--- config.mk ---
export PLATFORM = sky130hd
export DESIGN_NAME = muldiv_controller_flat
export DESIGN_NICKNAME = d
export VERILOG_FILES = /design/src/rtl/muldiv_if.sv /design/src/rtl/muldiv_controller.sv /design/src/flat_wrapper.sv
export SDC_FILE = /design/constraint.sdc
export NUM_CORES = 1
export LEC_CHECK = 0
export ABC_CLOCK_PERIOD_IN_PS = 22200
export CORE_ASPECT_RATIO = 1.1
export CORE_MARGIN = 3
export CORE_UTILIZATION = 45
export CTS_CLUSTER_SIZE = 16
export DETAILED_ROUTE_END_ITERATION = 10
export HOLD_SLACK_MARGIN = 0.06
export PLACE_DENSITY_LB_ADDON = 0.12
export SLEW_MARGIN = 20
export SYNTH_ARGS = -nofsm -noshare
export SYNTH_HDL_FRONTEND = slang
export SYNTH_SLANG_ARGS = --single-unit
export TNS_END_PERCENT = 30
--- constraint.sdc ---
create_clock -name clk -period 22.2 [get_ports clk]
set_input_delay 6.66 -clock clk [delete_from_list [all_inputs] [get_ports clk]]
set_output_delay 6.66 -clock clk [all_outputs]
set_load 0.05 [all_outputs]
--- src/rtl/muldiv_if.sv ---
// Execute/decode-side handshake bundle for the HI/LO multiply/divide sequencer.
// The master drives the issue and hazard inputs; the slave returns HI/LO and status.
interface muldiv_if #(
  parameter int WIDTH = 32
);
  logic             start_e;
  logic [1:0]       op_e;
  logic [WIDTH-1:0] src_a_e;
  logic [WIDTH-1:0] src_b_e;
  logic             mthi_e;
  logic             mtlo_e;
  logic             hilo_use_d;
  logic [WIDTH-1:0] hi;
  logic [WIDTH-1:0] lo;
  logic             busy;
  logic             done;
  logic             div_zero;
  logic             stall_d;

  modport master (
    output start_e, op_e, src_a_e, src_b_e, mthi_e, mtlo_e, hilo_use_d,
    input  hi, lo, busy, done, div_zero, stall_d
  );

  modport slave (
    input  start_e, op_e, src_a_e, src_b_e, mthi_e, mtlo_e, hilo_use_d,
    output hi, lo, busy, done, div_zero, stall_d
  );
endinterface

--- src/rtl/muldiv_controller.sv ---
// Iterative 1-bit/cycle MULT/MULTU/DIV/DIVU sequencer owning HI/LO, with decode stall.
// Define MULDIV_EARLY_OUT_EN to end MUL once the remaining multiplier bits are all zero.
module muldiv_controller #(
  parameter int WIDTH = 32
) (
  input logic     clk,
  input logic     rst,
  muldiv_if.slave mdu
);
  localparam int CW = $clog2(WIDTH);
  localparam logic [CW-1:0] LAST = CW'(WIDTH - 1);
`ifdef MULDIV_EARLY_OUT_EN
  localparam bit EARLY_OUT = 1'b1;
`else
  localparam bit EARLY_OUT = 1'b0;
`endif

  typedef enum logic [1:0] {S_IDLE, S_MUL, S_DIV, S_FIX} state_t;

  function automatic logic [WIDTH-1:0] cneg_w(input logic [WIDTH-1:0] x, input logic en);
    return en ? (~x + 1'b1) : x;
  endfunction

  function automatic logic [2*WIDTH-1:0] cneg_2w(input logic [2*WIDTH-1:0] x, input logic en);
    return en ? (~x + 1'b1) : x;
  endfunction

  state_t             r_state;
  logic               r_busy, r_done, r_dz_pulse;
  logic [WIDTH-1:0]   r_hi, r_lo;
  logic [CW-1:0]      r_cnt;
  logic               r_is_div, r_sa, r_neg, r_dz;
  logic [2*WIDTH-1:0] r_acc, r_mcand;
  logic [WIDTH-1:0]   r_mplier, r_b, r_a_raw;

  logic               w_sa_in, w_sb_in, w_b_zero;
  logic [WIDTH-1:0]   w_abs_a, w_abs_b, w_mplier_nxt, w_quot, w_rem;
  logic [WIDTH:0]     w_shift, w_diff;
  logic [2*WIDTH-1:0] w_prod;

  assign w_sa_in      = ~mdu.op_e[0] & mdu.src_a_e[WIDTH-1];
  assign w_sb_in      = ~mdu.op_e[0] & mdu.src_b_e[WIDTH-1];
  assign w_abs_a      = cneg_w(mdu.src_a_e, w_sa_in);
  assign w_abs_b      = cneg_w(mdu.src_b_e, w_sb_in);
  assign w_b_zero     = (mdu.src_b_e == '0);
  assign w_mplier_nxt = r_mplier >> 1;
  // r_mplier doubles as the quotient shift register during DIV; r_acc low half is the remainder.
  assign w_shift      = {r_acc[WIDTH-1:0], r_mplier[WIDTH-1]};
  assign w_diff       = w_shift - {1'b0, r_b};
  assign w_prod       = cneg_2w(r_acc, r_neg);
  assign w_quot       = cneg_w(r_mplier, r_neg);
  assign w_rem        = cneg_w(r_acc[WIDTH-1:0], r_sa);

  always_ff @(posedge clk or posedge rst) begin
    if (rst) begin
      r_state    <= S_IDLE;
      r_busy     <= 1'b0;
      r_done     <= 1'b0;
      r_dz_pulse <= 1'b0;
      r_hi       <= '0;
      r_lo       <= '0;
      r_cnt      <= '0;
      r_is_div   <= 1'b0;
      r_sa       <= 1'b0;
      r_neg      <= 1'b0;
      r_dz       <= 1'b0;
    end else begin
      r_done     <= 1'b0;
      r_dz_pulse <= 1'b0;
      case (r_state)
        S_IDLE: begin
          if (mdu.start_e) begin
            r_busy   <= 1'b1;
            r_cnt    <= '0;
            r_is_div <= mdu.op_e[1];
            r_sa     <= w_sa_in;
            r_neg    <= w_sa_in ^ w_sb_in;
            r_dz     <= mdu.op_e[1] & w_b_zero;
            if (w_b_zero && (mdu.op_e[1] || EARLY_OUT)) r_state <= S_FIX;
            else if (mdu.op_e[1])                       r_state <= S_DIV;
            else                                        r_state <= S_MUL;
          end else begin
            if (mdu.mthi_e) r_hi <= mdu.src_a_e;
            if (mdu.mtlo_e) r_lo <= mdu.src_a_e;
          end
        end
        S_MUL: begin
          r_cnt <= r_cnt + 1'b1;
          if (r_cnt == LAST || (EARLY_OUT && w_mplier_nxt == '0)) r_state <= S_FIX;
        end
        S_DIV: begin
          r_cnt <= r_cnt + 1'b1;
          if (r_cnt == LAST) r_state <= S_FIX;
        end
        S_FIX: begin
          r_busy     <= 1'b0;
          r_done     <= 1'b1;
          r_dz_pulse <= r_dz;
          r_state    <= S_IDLE;
          if (!r_is_div) begin
            {r_hi, r_lo} <= w_prod;
          end else if (r_dz) begin
            r_hi <= r_a_raw;
            r_lo <= '1;
          end else begin
            r_hi <= w_rem;
            r_lo <= w_quot;
          end
        end
        default: r_state <= S_IDLE;
      endcase
    end
  end

  // Datapath: operand magnitudes latched at accept, one shift-add or restoring step per cycle
  always_ff @(posedge clk) begin
    case (r_state)
      S_IDLE: begin
        if (mdu.start_e) begin
          r_acc    <= '0;
          r_mcand  <= {{WIDTH{1'b0}}, w_abs_a};
          r_b      <= w_abs_b;
          r_mplier <= mdu.op_e[1] ? w_abs_a : w_abs_b;
          r_a_raw  <= mdu.src_a_e;
        end
      end
      S_MUL: begin
        if (r_mplier[0]) r_acc <= r_acc + r_mcand;
        r_mcand  <= r_mcand << 1;
        r_mplier <= w_mplier_nxt;
      end
      S_DIV: begin
        r_acc[WIDTH-1:0] <= w_diff[WIDTH] ? w_shift[WIDTH-1:0] : w_diff[WIDTH-1:0];
        r_mplier         <= {r_mplier[WIDTH-2:0], ~w_diff[WIDTH]};
      end
      default: ;
    endcase
  end

  assign mdu.hi       = r_hi;
  assign mdu.lo       = r_lo;
  assign mdu.busy     = r_busy;
  assign mdu.done     = r_done;
  assign mdu.div_zero = r_dz_pulse;
  assign mdu.stall_d  = (r_busy | mdu.start_e) & mdu.hilo_use_d;
endmodule
--- src/flat_wrapper.sv ---
// flat-port wrapper written by rule: the top's interface ports become plain ports
module muldiv_controller_flat 
#(
  parameter int WIDTH = 32
)
  (clk, rst, mdu_start_e, mdu_op_e, mdu_src_a_e, mdu_src_b_e, mdu_mthi_e, mdu_mtlo_e, mdu_hilo_use_d, mdu_hi, mdu_lo, mdu_busy, mdu_done, mdu_div_zero, mdu_stall_d);
  muldiv_if #(.WIDTH(WIDTH)) mdu_i ();
  input logic clk;
  input logic rst;
  input wire logic [$bits(mdu_i.start_e)-1:0] mdu_start_e;
  input wire logic [$bits(mdu_i.op_e)-1:0] mdu_op_e;
  input wire logic [$bits(mdu_i.src_a_e)-1:0] mdu_src_a_e;
  input wire logic [$bits(mdu_i.src_b_e)-1:0] mdu_src_b_e;
  input wire logic [$bits(mdu_i.mthi_e)-1:0] mdu_mthi_e;
  input wire logic [$bits(mdu_i.mtlo_e)-1:0] mdu_mtlo_e;
  input wire logic [$bits(mdu_i.hilo_use_d)-1:0] mdu_hilo_use_d;
  output wire logic [$bits(mdu_i.hi)-1:0] mdu_hi;
  output wire logic [$bits(mdu_i.lo)-1:0] mdu_lo;
  output wire logic [$bits(mdu_i.busy)-1:0] mdu_busy;
  output wire logic [$bits(mdu_i.done)-1:0] mdu_done;
  output wire logic [$bits(mdu_i.div_zero)-1:0] mdu_div_zero;
  output wire logic [$bits(mdu_i.stall_d)-1:0] mdu_stall_d;
  assign mdu_i.start_e = mdu_start_e;
  assign mdu_i.op_e = mdu_op_e;
  assign mdu_i.src_a_e = mdu_src_a_e;
  assign mdu_i.src_b_e = mdu_src_b_e;
  assign mdu_i.mthi_e = mdu_mthi_e;
  assign mdu_i.mtlo_e = mdu_mtlo_e;
  assign mdu_i.hilo_use_d = mdu_hilo_use_d;
  assign mdu_hi = mdu_i.hi;
  assign mdu_lo = mdu_i.lo;
  assign mdu_busy = mdu_i.busy;
  assign mdu_done = mdu_i.done;
  assign mdu_div_zero = mdu_i.div_zero;
  assign mdu_stall_d = mdu_i.stall_d;
  muldiv_controller #(.WIDTH(WIDTH)) u_core (.clk(clk), .rst(rst), .mdu(mdu_i));
endmodule
==> results of run 1 <==
[logic make-up (layout without fill, tap and decap cells)]
kind of cell | after synthesis | after routing | synth area share, %
AO/OA/AOI/OAI | 780 | 780 | 21.7
XOR/XNOR | 258 | 258 | 10.1
adder cells (fa/ha/maj) | 108 | 108 | 6.11
buffers and inverters | 231 | 312 | 3.97
flip-flops | 302 | 302 | 38.8
multiplexers | 71 | 71 | 3.20
other | 0 | 1 | 0
AND/OR/NAND/NOR | 747 | 747 | 16.1
[flip-flops by register name, indices dropped and copies added (netlist names)]
signal               cells
u_core.r_acc            64
u_core.r_mcand          64
u_core.mdu.hi           32
u_core.mdu.lo           32
u_core.r_a_raw          32
u_core.r_b              32
u_core.r_mplier         32
u_core.r_cnt             5
u_core.r_state           2
u_core.mdu.busy          1
u_core.mdu.div_zero      1
u_core.mdu.done          1
u_core.r_dz              1
u_core.r_is_div          1
u_core.r_neg             1
u_core.r_sa              1
[cell usage in the layout, fill, tap and decap left out, types with 19 or more instances in the layout]
cell type                         instances
sky130_fd_sc_hd__nand2b_1                32
sky130_fd_sc_hd__dfrtp_1                 75
sky130_fd_sc_hd__or3_1                   19
sky130_fd_sc_hd__nor2b_1                 39
sky130_fd_sc_hd__buf_4                   25
sky130_fd_sc_hd__clkdlybuf4s50_1        139
sky130_fd_sc_hd__nand4_1                 24
sky130_fd_sc_hd__nand2_1                247
sky130_fd_sc_hd__xor2_1                  97
sky130_fd_sc_hd__a31oi_1                 30
sky130_fd_sc_hd__nand3_1                 20
sky130_fd_sc_hd__o21ai_0                177
sky130_fd_sc_hd__inv_1                   81
sky130_fd_sc_hd__ha_1                   104
sky130_fd_sc_hd__xnor2_1                160
sky130_fd_sc_hd__nor3_1                  34
sky130_fd_sc_hd__a21oi_1                260
sky130_fd_sc_hd__clkbuf_16               40
sky130_fd_sc_hd__o22ai_1                 30
sky130_fd_sc_hd__o31ai_1                 44
sky130_fd_sc_hd__nor2_1                 197
sky130_fd_sc_hd__a21o_1                  47
sky130_fd_sc_hd__a221oi_1                30
sky130_fd_sc_hd__edfxtp_1               224
sky130_fd_sc_hd__mux2i_1                 67
sky130_fd_sc_hd__and2_1                  47
[synth_stat cells (all sizes together), types with 67 or more instances]
master	instances
nand2	249
ha	106
xnor2	160
nor2	199
edfxtp	224
inv	84
a21oi	262
dfrtp	78
mux2i	67
xor2	98
o21ai	185
clkbuf	133
[layer usage]
layer | part of all wire (%) | wire length, um | track usage (%) | up-vias
met5 | 0.036 | 27 | 0 | -
met4 | 5.4 | 4020 | 13.0 | 4
met3 | 5.3 | 3980 | 4.12 | 185
met2 | 50 | 37200 | 49.2 | 677
met1 | 40 | 29700 | 33.5 | 9448
li1 | - | - | - | 9236
[worst min-delay path: stages, from the launching register on]
cell and delay, ns:
sky130_fd_sc_hd__dfrtp_1 0.35, sky130_fd_sc_hd__nand2_1 0.05, sky130_fd_sc_hd__nand2_1 0.05
[through the flow]
step / setup WS [ns] / cell area [um2] / util [%] / std cells / hold slack, ns
6_report: 7.44 / 25500 / 52.0 / 3231 / 0.473
5_1_grt: 7.38 / 25500 / 52.0 / 3230 / 0.504
4_1_cts: 7.44 / 25500 / 52.0 / 3230 / 0.474
3_5_place_dp: 7.44 / 24300 / 49.5 / 3166 / 0.460
3_3_place_gp: 7.44 / 24300 / 49.5 / 3166 / 0.458
2_1_floorplan: 8.47 / 22400 / - / 2497 / 0.469
[path summary, 6_finish.rpt]
kind,start,to,slack (ns),cells after the start
worst min-delay path,u_core.mdu.lo[21],u_core.mdu.lo[21],0.47,2
worst min register to register,u_core.mdu.lo[21],u_core.mdu.lo[21],0.47,2
worst max register to register,u_core.r_acc[0],u_core.r_acc[54],17.43,13
min in group asynchronous,rst,u_core.mdu.lo[11],6.41,2
max in group asynchronous,rst,u_core.r_dz,14.66,3
worst max-delay path,mdu_start_e,mdu_stall_d,7.44,3
[cell type report]
class / instances / area [um2] / share of cell area (%)
multi-input cells: 1964 / 12900 / 50.5
flip-flops and latches: 302 / 8680 / 34.1
repair buffers: 164 / 1580 / 6.19
clock buffers: 47 / 1060 / 4.15
well taps: 652 / 816 / 3.20
inverters: 84 / 317 / 1.24
clock inverters: 17 / 168 / 0.658
diodes: 1 / 2.50 / 0.00982
==> PnR_summary.wiki, run 1 <==
{| class="wikitable"
! Metric !! Value
|-
| Number of flip-flops and latches in the synthesized netlist || 302
|-
| Worst-case clock skew || 0.0160 ns
|-
| DP Wirelength || 56700 um
|-
| Max Cap Viol || 0
|-
| Part of the Yosys area used for sequential elements || 38.8%
|-
| Synthesized Nets || 2677
|-
| Number of distinct standard cells referenced by the synthesized netlist || 78
|-
| Routability cong. || 0.965
|-
| Relative slew slack || 25.9%
|-
| Clock transition time at the flip-flop clock pins of the worst setup and hold paths || 0.06 ns
|-
| Total Routing Usage GR || 27.9%
|-
| Number of buffer and inverter stages on the critical path || 2
|-
| Final setup violation count || 0
|-
| Result of the run || complete, no violations
|-
| Overall die height || 240 um
|-
| Num CTS Buffers || 37
|-
| Crit path required time || 15.54 ns
|-
| Fraction of layout cells with a size suffix above 1 || 4.85%
|-
| Filler instances || 4624
|-
| Min-Delay Path Class || reg -> reg
|-
| Ys async rst share || 25.8%
|-
| Final min period || 14.76 ns
|-
| Synth top area cells || sky130_fd_sc_hd__edfxtp_1, sky130_fd_sc_hd__dfrtp_1, sky130_fd_sc_hd__xnor2_1
|-
| Arrival time at the worst endpoint || 8.10 ns
|-
| CTS Hold Bufs || 0
|-
| Post-Route WL || 75000 um
|-
| Most frequent cell on the critical path || sky130_fd_sc_hd__clkdlybuf4s50_1
|-
| Fmax || 67.8 MHz
|-
| Critical Path Source Type || primary input
|-
| Longest Clk Path Bufs || 3
|-
| Post-synthesis cell area || 0.0224 mm2
|-
| Number of vias per cell after detailed routing || 6.05
|-
| Biggest cell delay along the critical path || 0.79 ns
|-
| Site row count || 85
|-
| Standard cell with the maximum stage delay on the critical path || sky130_fd_sc_hd__clkdlybuf4s50_1
|-
| Final critical-path share of the clock period || 66.5%
|-
| Critical path class || in -> out
|-
| Largest net degree at the start of global routing || 74
|-
| Gate Count Post-Synth || 2497
|-
| Post-CTS setup-driven buffer insertion count || 0
|-
| Clock tree from TritonCTS || done
|-
| Number of nets still failing antenna checks after routing || 0
|-
| Number of antenna violations at the first check in global routing || 3
|-
| Synthesis Warnings || 0
|-
| Clock tree sinks || 302
|-
| Port Buf Inserts || 139
|-
| Highest fanout seen on the critical path || 4
|-
| Skew-Pair Late Insertion Delay || 0.56 ns
|-
| Detailed Route Iter0 Violations || 1607
|-
| Number of global-route vias before repair || 18.9k
|-
| RSZ-0062 raised after global routing || no
|-
| Count of flip-flops with a built-in enable after synthesis || 224
|-
| # nets final || 2733
|-
| Buffer type at the clock tree root || sky130_fd_sc_hd__clkbuf_16
|-
| Cell family with most CP delay || buffers and inverters
|-
| Total number of H-tree levels || 2
|-
| Synth Flop Type || sky130_fd_sc_hd__edfxtp_1
|-
| Die Span X || 218 um
|-
| DRC Markers || 0
|-
| Routed wire per std cell || 23.2 um
|-
| Setup crit end kind || output port
|-
| Area share of the leading cell type in the synthesized netlist || 30.1%
|-
| Number of top-level pins || 140
|-
| Remaining global-route overflow || 0
|-
| Global-route wire length before repair || 112000 um
|-
| Area of the core || 0.0490 mm2
|-
| Post-CTS sizing || 0
|-
| Die area || 0.0524 mm2
|-
| Via Count || 19.6k
|-
| Post-Synthesis Mean Instance Area || 8.95 um2
|-
| Pre-Repair DR Iteration Count || 6
|-
| Pin slew with the least headroom to its limit || 1.11 ns
|-
| Final-report hold violation count || 0
|-
| Critical Path, Cell by Cell || clkdlybuf4s50_1 -> o21a_1 -> clkdlybuf4s50_1
|-
| Synth-to-layout area growth || 14.0%
|-
| Library cell with the largest summed area after synthesis || sky130_fd_sc_hd__edfxtp_1
|-
| Setup TNS || 0 ns
|-
| Count of final max-slew check failures || 0
|-
| Initial Util || 45.6%
|}
Power of run 1 is not shown: default switching activity piles up to over one toggle a cycle in this logic, so the estimate is an artifact.
==> inputs of run 2 (changes only) <==
--- a/config.mk
+++ b/config.mk
@@ -5,7 +5,7 @@
 export SDC_FILE = /design/constraint.sdc
 export NUM_CORES = 1
 export LEC_CHECK = 0
-export ABC_CLOCK_PERIOD_IN_PS = 22200
+export ABC_CLOCK_PERIOD_IN_PS = 13400
 export CORE_ASPECT_RATIO = 1.1
 export CORE_MARGIN = 3
 export CORE_UTILIZATION = 45
==> constraint.sdc (replaced) <==
create_clock -name clk -period 13.4 [get_ports clk]
set_input_delay 4.02 -clock clk [delete_from_list [all_inputs] [get_ports clk]]
set_output_delay 4.02 -clock clk [all_outputs]
set_load 0.05 [all_outputs]
==> PnR_summary.wiki, run 2 (same netlist as run 1, synthesis figures left out) <==
{| class="wikitable"
! Metric !! Value
|-
| Filler instances || 4634
|-
| Total number of H-tree levels || 2
|-
| Post-CTS setup-driven buffer insertion count || 0
|-
| Setup crit end kind || output port
|-
| Critical Path, Cell by Cell || clkdlybuf4s50_1 -> o21a_1 -> clkdlybuf4s50_1
|-
| Synth-to-layout area growth || 13.6%
|-
| Most frequent cell on the critical path || sky130_fd_sc_hd__clkdlybuf4s50_1
|-
| Biggest cell delay along the critical path || 0.80 ns
|-
| Number of global-route vias before repair || 18.9k
|-
| DRC Markers || 0
|-
| Setup TNS || 0 ns
|-
| Min-Delay Path Class || reg -> reg
|-
| Die area || 0.0524 mm2
|-
| Relative slew slack || 24.8%
|-
| Highest fanout seen on the critical path || 4
|-
| Worst-case clock skew || 0.0152 ns
|-
| Pre-Repair DR Iteration Count || 5
|-
| Number of antenna violations at the first check in global routing || 4
|-
| Port Buf Inserts || 139
|-
| Skew-Pair Late Insertion Delay || 0.55 ns
|-
| Post-Route WL || 75400 um
|-
| RSZ-0062 raised after global routing || no
|-
| Final critical-path share of the clock period || 70.9%
|-
| Num CTS Buffers || 37
|-
| Largest net degree at the start of global routing || 96
|-
| Final setup violation count || 0
|-
| Number of vias per cell after detailed routing || 6.07
|-
| Number of nets still failing antenna checks after routing || 0
|-
| Routability cong. || 0.938
|-
| Standard cell with the maximum stage delay on the critical path || sky130_fd_sc_hd__clkdlybuf4s50_1
|-
| Total Routing Usage GR || 28.0%
|-
| Critical Path Source Type || primary input
|-
| Count of final max-slew check failures || 0
|-
| Max Cap Viol || 0
|-
| Number of top-level pins || 140
|-
| Overall die height || 240 um
|-
| Area of the core || 0.0490 mm2
|-
| Buffer type at the clock tree root || sky130_fd_sc_hd__clkbuf_16
|-
| Fmax || 105 MHz
|-
| Final min period || 9.50 ns
|-
| Result of the run || complete, no violations
|-
| Routed wire per std cell || 23.3 um
|-
| Clock tree from TritonCTS || done
|-
| Via Count || 19.6k
|-
| Site row count || 85
|-
| Remaining global-route overflow || 0
|-
| Most common library cell in the layout ignoring fill and taps || sky130_fd_sc_hd__a21oi_1
|-
| Crit path required time || 9.38 ns
|-
| Post-CTS sizing || 0
|-
| Detailed Route Iter0 Violations || 1847
|-
| Final-report hold violation count || 0
|-
| Most frequent cells in the layout || sky130_fd_sc_hd__a21oi_1, sky130_fd_sc_hd__nand2_1, sky130_fd_sc_hd__edfxtp_1, sky130_fd_sc_hd__nor2_1, sky130_fd_sc_hd__o21ai_0
|-
| Clock transition time at the flip-flop clock pins of the worst setup and hold paths || 0.05 ns
|-
| Initial Util || 45.6%
|-
| Arrival time at the worst endpoint || 5.48 ns
|-
| Pin slew with the least headroom to its limit || 1.13 ns
|-
| Die Span X || 218 um
|-
| Fraction of layout cells with a size suffix above 1 || 4.58%
|-
| Global-route wire length before repair || 112000 um
|-
| DP Wirelength || 56800 um
|-
| Largest registers in the final layout || u_core.r_acc (64), u_core.r_mcand (64)
|-
| CTS Hold Bufs || 0
|-
| Critical path class || in -> out
|-
| Longest Clk Path Bufs || 3
|-
| Clock tree sinks || 302
|-
| # nets final || 2732
|}
==> run 2: cell count changes in the layout (fill, tap and decap cells not counted) <==
| cell | change |
|---|---|
| sky130_fd_sc_hd__clkinv_2 | -1 |
| sky130_fd_sc_hd__clkinvlp_4 | -3 |
| sky130_fd_sc_hd__dfrtp_2 | +1 |
| sky130_fd_sc_hd__buf_4 | -1 |
| sky130_fd_sc_hd__dfrtp_1 | -1 |
| sky130_fd_sc_hd__clkbuf_1 | +1 |
| sky130_fd_sc_hd__bufinv_16 | -3 |
| sky130_fd_sc_hd__clkbuf_8 | -1 |
| sky130_fd_sc_hd__clkinv_1 | +5 |
| sky130_fd_sc_hd__inv_4 | +1 |
==> run 2: routing by layer <==
layer | wire length, um | global-route usage, % | up-vias
li1 | - | - | 9239
met1 | 29400 | 33.9 | 9520
met2 | 37900 | 49.8 | 671
met3 | 4520 | 3.92 | 178
met4 | 3540 | 12.0 | 6
met5 | 42 | 0 | -
==> run 2: worst paths after layout <==
check                               endpoint  slack [ns]  depth (start not counted)              start
setup reg to reg            u_core.r_acc[62]        8.83                         13    u_core.r_acc[0]
setup / recovery                 mdu_stall_d        3.90                          3        mdu_start_e
hold / removal             u_core.mdu.lo[26]        0.47                          2  u_core.mdu.lo[26]
min in group asynchronous   u_core.mdu.hi[4]        3.69                          2                rst
max in group asynchronous        u_core.r_dz        8.53                          3                rst
hold reg to reg            u_core.mdu.lo[26]        0.47                          2  u_core.mdu.lo[26]
==> run 2: per-stage QoR <==
stage / area (um2) / instances / setup slack, ns / util (%) / hold WS (ns)
global route: 25400 / 3228 / 3.85 / 51.8 / 0.490
CTS: 25400 / 3228 / 3.89 / 51.8 / 0.472
floorplan: 22400 / 2497 / 3.98 / - / 0.469
detailed placement: 24300 / 3165 / 3.89 / 49.5 / 0.460
global placement: 24200 / 3165 / 3.90 / 49.5 / 0.457
finish: 25400 / 3229 / 3.90 / 51.8 / 0.468
==> run 2: critical path, delay by kind of cell <==
family          cells  cell delay, ns
buf+inv             2            1.32
compound gates      1            0.15
==> run 2: final cells by class <==
class	count	area, um2	area share (%)
flip-flops and latches	302	8680	34.2
repair buffers	163	1570	6.19
clock buffers	47	1050	4.13
well taps	652	816	3.21
multi-input cells	1964	12900	50.7
inverters	84	317	1.25
clock inverters	16	75.1	0.296
diodes	1	2.50	0.00986
Power of run 2 is left out for the same reason.
==> inputs of run 3 (changes only) <==
--- a/config.mk
+++ b/config.mk
@@ -5,7 +5,7 @@
 export SDC_FILE = /design/constraint.sdc
 export NUM_CORES = 1
 export LEC_CHECK = 0
-export ABC_CLOCK_PERIOD_IN_PS = 13400
+export ABC_CLOCK_PERIOD_IN_PS = 7900
 export CORE_ASPECT_RATIO = 1.1
 export CORE_MARGIN = 3
 export CORE_UTILIZATION = 45
==> constraint.sdc (replaced) <==
create_clock -name clk -period 7.9 [get_ports clk]
set_input_delay 2.37 -clock clk [delete_from_list [all_inputs] [get_ports clk]]
set_output_delay 2.37 -clock clk [all_outputs]
set_load 0.05 [all_outputs]
==> PnR_summary.wiki, run 3 (same netlist as run 1, synthesis figures left out) <==
{| class="wikitable"
! Metric !! Value
|-
| Highest fanout seen on the critical path || 4
|-
| Longest Clk Path Bufs || 3
|-
| Die Span X || 218 um
|-
| Setup crit end kind || output port
|-
| Crit path capture || mdu_stall_d
|-
| Count of final max-slew check failures || 0
|-
| Clock tree from TritonCTS || done
|-
| # nets final || 2737
|-
| Critical Path Source Type || primary input
|-
| Number of vias per cell after detailed routing || 6.09
|-
| Most common library cell in the layout ignoring fill and taps || sky130_fd_sc_hd__a21oi_1
|-
| Filler instances || 4596
|-
| Arrival time at the worst endpoint || 3.83 ns
|-
| Total number of H-tree levels || 2
|-
| Post-Route WL || 76400 um
|-
| CTS Hold Bufs || 0
|-
| Site row count || 85
|-
| Standard cell with the maximum stage delay on the critical path || sky130_fd_sc_hd__clkdlybuf4s50_1
|-
| Via Count || 19.8k
|-
| Final setup violation count || 0
|-
| Final min period || 6.20 ns
|-
| Total Routing Usage GR || 28.6%
|-
| Final-report hold violation count || 0
|-
| Fmax || 161 MHz
|-
| Routed wire per std cell || 23.6 um
|-
| Worst Setup SP || mdu_start_e
|-
| Result of the run || complete, no violations
|-
| DP Wirelength || 57900 um
|-
| Crit path required time || 5.53 ns
|-
| Post-CTS sizing || 0
|-
| Clock tree sinks || 302
|-
| Worst R2R Start || u_core.r_acc[0]
|-
| Num CTS Buffers || 38
|-
| Biggest cell delay along the critical path || 0.79 ns
|-
| Number of buffer and inverter stages on the critical path || 2
|-
| Reg2reg path depth || 13
|-
| DRC Markers || 0
|-
| Largest registers in the final layout || u_core.r_acc (64), u_core.r_mcand (64)
|-
| Register-to-register setup slack || 3.38 ns
|-
| Worst-case clock skew || 0.0224 ns
|-
| Area taken by flip-flops and latches || 0.00868 mm2
|-
| Post-CTS setup-driven buffer insertion count || 0
|-
| Number of nets still failing antenna checks after routing || 0
|-
| RSZ-0062 raised after global routing || no
|-
| Global-route wire length before repair || 115000 um
|-
| Buffer type at the clock tree root || sky130_fd_sc_hd__clkbuf_16
|-
| Setup TNS || 0 ns
|-
| Most frequent cells in the layout || sky130_fd_sc_hd__a21oi_1, sky130_fd_sc_hd__nand2_1, sky130_fd_sc_hd__edfxtp_1, sky130_fd_sc_hd__nor2_1, sky130_fd_sc_hd__o21ai_0
|-
| Clock transition time at the flip-flop clock pins of the worst setup and hold paths || 0.06 ns
|-
| Max Cap Viol || 0
|-
| Overall die height || 240 um
|-
| Most frequent cell on the critical path || sky130_fd_sc_hd__clkdlybuf4s50_1
|-
| Cell family with most CP delay || buffers and inverters
|-
| Number of antenna violations at the first check in global routing || 5
|-
| Min-Delay Path Class || reg -> reg
|-
| Synth-to-layout area growth || 14.3%
|-
| Initial Util || 45.6%
|-
| Pre-Repair DR Iteration Count || 5
|-
| Endpoint of the lowest-slack register-to-register path || u_core.r_acc[54]
|-
| Number of top-level pins || 140
|-
| Port Buf Inserts || 139
|-
| Pin slew with the least headroom to its limit || 1.07 ns
|-
| Critical path class || in -> out
|-
| Core Util, Final || 52.1%
|-
| Cell depth of the worst setup path || 3
|-
| Relative slew slack || 27.9%
|-
| Critical Path, Cell by Cell || clkdlybuf4s50_1 -> o21a_1 -> clkdlybuf4s50_1
|-
| Skew-Pair Late Insertion Delay || 0.57 ns
|-
| Routability cong. || 0.963
|-
| Final critical-path share of the clock period || 78.5%
|-
| Area of the core || 0.0490 mm2
|-
| Largest net degree at the start of global routing || 74
|-
| Multi-input gate area in the final layout || 0.0129 mm2
|-
| Fraction of layout cells with a size suffix above 1 || 5.14%
|-
| Die area || 0.0524 mm2
|-
| Number of global-route vias before repair || 19.2k
|-
| Remaining global-route overflow || 0
|-
| Detailed Route Iter0 Violations || 1742
|}
[run 3: cell count changes in the layout (fill, tap and decap cells not counted), sizes merged]
cell	change
clkbuf	+4
inv	+2
diode	+1
bufinv	+1
clkinvlp	+1
buf	+4
clkinv	-1
[run 3: how the worst min path moves through the flow]
stage,start,end,slack (ns),cells past startpoint
floorplan,u_core.r_a_raw[20],u_core.mdu.hi[20],0.47,2
global placement,u_core.mdu.lo[26],u_core.mdu.lo[26],0.46,2
detailed placement,u_core.mdu.lo[21],u_core.mdu.lo[21],0.47,2
CTS,u_core.mdu.lo[21],u_core.mdu.lo[21],0.48,2
global route,u_core.mdu.lo[26],u_core.mdu.lo[26],0.50,2
finish,u_core.mdu.lo[23],u_core.mdu.lo[23],0.47,2
[run 3: routing by layer]
layer	up-vias	GRT usage, %	part of all wire (%)
met4	6	14.5	5.6
met1	9631	34.2	39
met2	663	50.3	50
li1	9257	-	-
met5	-	0	0.048
met3	195	3.98	5.5
[run 3: through the flow]
stage / std cells / worst slack (ns) / hold WS [ns] / instance area (um2)
floorplan: 2497 / 0.368 / 0.469 / 22400
CTS: 3239 / 1.70 / 0.480 / 25500
global placement: 3169 / 1.73 / 0.460 / 24300
global route: 3239 / 1.66 / 0.502 / 25500
finish: 3241 / 1.70 / 0.473 / 25500
detailed placement: 3169 / 1.71 / 0.466 / 24300
[run 3: final cells by class]
| class | instances | area share, % |
|---|---|---|
| inverters | 84 | 1.24 |
| clock inverters | 19 | 0.504 |
| multi-input cells | 1964 | 50.4 |
| repair buffers | 167 | 6.27 |
| diodes | 2 | 0.0196 |
| well taps | 652 | 3.19 |
| clock buffers | 51 | 4.41 |
| flip-flops and latches | 302 | 34.0 |
[run 3: worst reg2reg max path: cells and delay by family, from the launching register on]
kind | cells | cell delay (ns)
adder cells (fa/ha/maj) | 2 | 0.64
AO/OA/AOI/OAI | 6 | 2.46
flip-flops | 1 | 0.53
AND/OR/NAND/NOR | 3 | 0.36
XOR/XNOR | 1 | 0.21
buffers and inverters | 1 | 0.05
Power of run 3 is left out for the same reason.
==> edit (settings of run 3) <==
The option `MULDIV_EARLY_OUT_EN` is turned on by a define.
--- a/src/rtl/muldiv_controller.sv
+++ b/src/rtl/muldiv_controller.sv
@@ -1,5 +1,7 @@
 // Iterative 1-bit/cycle MULT/MULTU/DIV/DIVU sequencer owning HI/LO, with decode stall.
 // Define MULDIV_EARLY_OUT_EN to end MUL once the remaining multiplier bits are all zero.
+`define MULDIV_EARLY_OUT_EN
+
 module muldiv_controller #(
   parameter int WIDTH = 32
 ) (
Function: changed (a bounded check fails within 4 cycles, from zero or initial values and one cycle with rst high).
==> edit against run 3 <==
Sequential cell count stayed put. Worst setup slack got worse by 0.0011 ns. Routed wire length rose by 2.3%. Synthesized cell count increased by 0.44%. Largest cell class unchanged. Synthesized area rose by 0.65%. Die area is 0.63% higher. Sequential share of layout area fell by 0.090 points. Cell area rose by 0.25%. First-iteration DRC count decreased by 0.98%. Critical path depth unchanged.
==> edit: results (changes against run 3) <==
Route:
- The met3 wire length is 4.405 mm (+5.0%).
- The DRC violation total after the first TritonRoute iteration is 1725 (-0.98%).
- The total via count in the routed design is 19810 (+0.30%).
- The wire length the detailed router placed on met1 was 30.60 mm (+3.1%).

Global routing:
- The met2 demand-to-capacity share in global routing came to 50.43% (+0.17 points).
- The overall routing resource usage is 29.13% (+0.52 points).
- The pin count of the biggest net entering global routing is 95 (+28%).
- The via count of the first global-routing pass is 19450 (+1.4%).
- The first-pass GRT wire length came to 116.7 mm (+1.7%).
- The met3 global-route usage is 4.613% (+0.63 points).
- The number of antenna violations at the first check in global routing is 11 (+6).

Synth:
- The compound-cell area share of the yosys netlist is 22.16% (+0.49 points).
- The synthesized area divided by synthesized cell count came to 8.970 um2 (+0.21%).
- The share of synthesized cell area in full adder, half adder and majority cells is 6.073% (-0.039 points).
- By count the netlist is led by 252 x sky130_fd_sc_hd__nor2_1, 238 x sky130_fd_sc_hd__a21oi_1, 225 x sky130_fd_sc_hd__nand2_1, 224 x sky130_fd_sc_hd__edfxtp_1, 176 x sky130_fd_sc_hd__o21ai_0.
- The post-synthesis mux area share is 2.286% (-0.92 points).
- By area the synthesized netlist is led by sky130_fd_sc_hd__edfxtp_1 30%, sky130_fd_sc_hd__dfrtp_1 8.7%, sky130_fd_sc_hd__xnor2_1 6.2%.

Layout:
- The multi-input logic area is 0.01300 mm2 (+1.0%).
- The filler-free cell count of the finished design is 3248 (+0.22%).
- The clock tree buffer count of the final layout is 58 (+14%).
- The fraction of area in multi-input gates is 50.76% (+0.38 points).
- The flip-flop and latch share of the layout cell area came to 33.90% (-0.090 points).
- The portion of the layout cell area used by clock cells was 4.846% (-0.066 points).
- The number of multi-input logic gates is 1986 (+1.1%).
- The post-layout net count is 2745 (+0.29%).
- The share of layout cells above drive strength 1 came to 5.474% (+0.33 points).

Worst hold path:
- The source of the worst hold timing path is u_core.mdu.lo[25].
- The path with the worst hold slack has its endpoint at u_core.mdu.lo[25].

Setup path:
- The setup slack of the worst register-to-register path is 2.81 ns (-0.57 ns).
- The logic depth of the worst register-to-register path is 11 (-2).
- The endpoint identified for the worst register-to-register timing path is u_core.r_acc[61].
- The critical register-to-register path startpoint is u_core.r_acc[2].

Timing:
- The post-layout minimum cycle time is 6.203 ns (+0.001150 ns).

Outcome:
- The run finished with clean final reports.

Floorplanning:
- The core area is 0.04913 mm2 (+0.22%).

Place:
- The detailed-placement wirelength estimate is 59.20 mm (+2.2%).
[edit: changes by cell type after synthesis, sizes merged, moves of 16 or more]
cell	before	now
mux2i	67	48
nor2	199	252
a221oi	30	4
nand2	249	225
or3	20	36
a21oi	262	238
[edit: power by group]
group	switching (W)	internal, W
combinational	0.00515	0.00300
clock	0.000724	0.00105
sequential	0.000936	0.00270
[edit: tightest hold or removal path, stage by stage, from the launching register on]
cell and delay, ns:
sky130_fd_sc_hd__dfrtp_1 0.34, sky130_fd_sc_hd__nand2_1 0.05, sky130_fd_sc_hd__nand2_1 0.05
[edit: logic make-up (layout without fill, tap and decap cells)]
kind of cell / after synthesis / count (layout)
adders and majority gates: 108 / 108
xor gates and xnor gates: 260 / 260
AOI/OAI and AO/OA: 790 / 790
DFF: 302 / 302
and+or+nand+nor: 777 / 777
other: 0 / 2
muxes: 51 / 51
buffers and inverters: 220 / 306
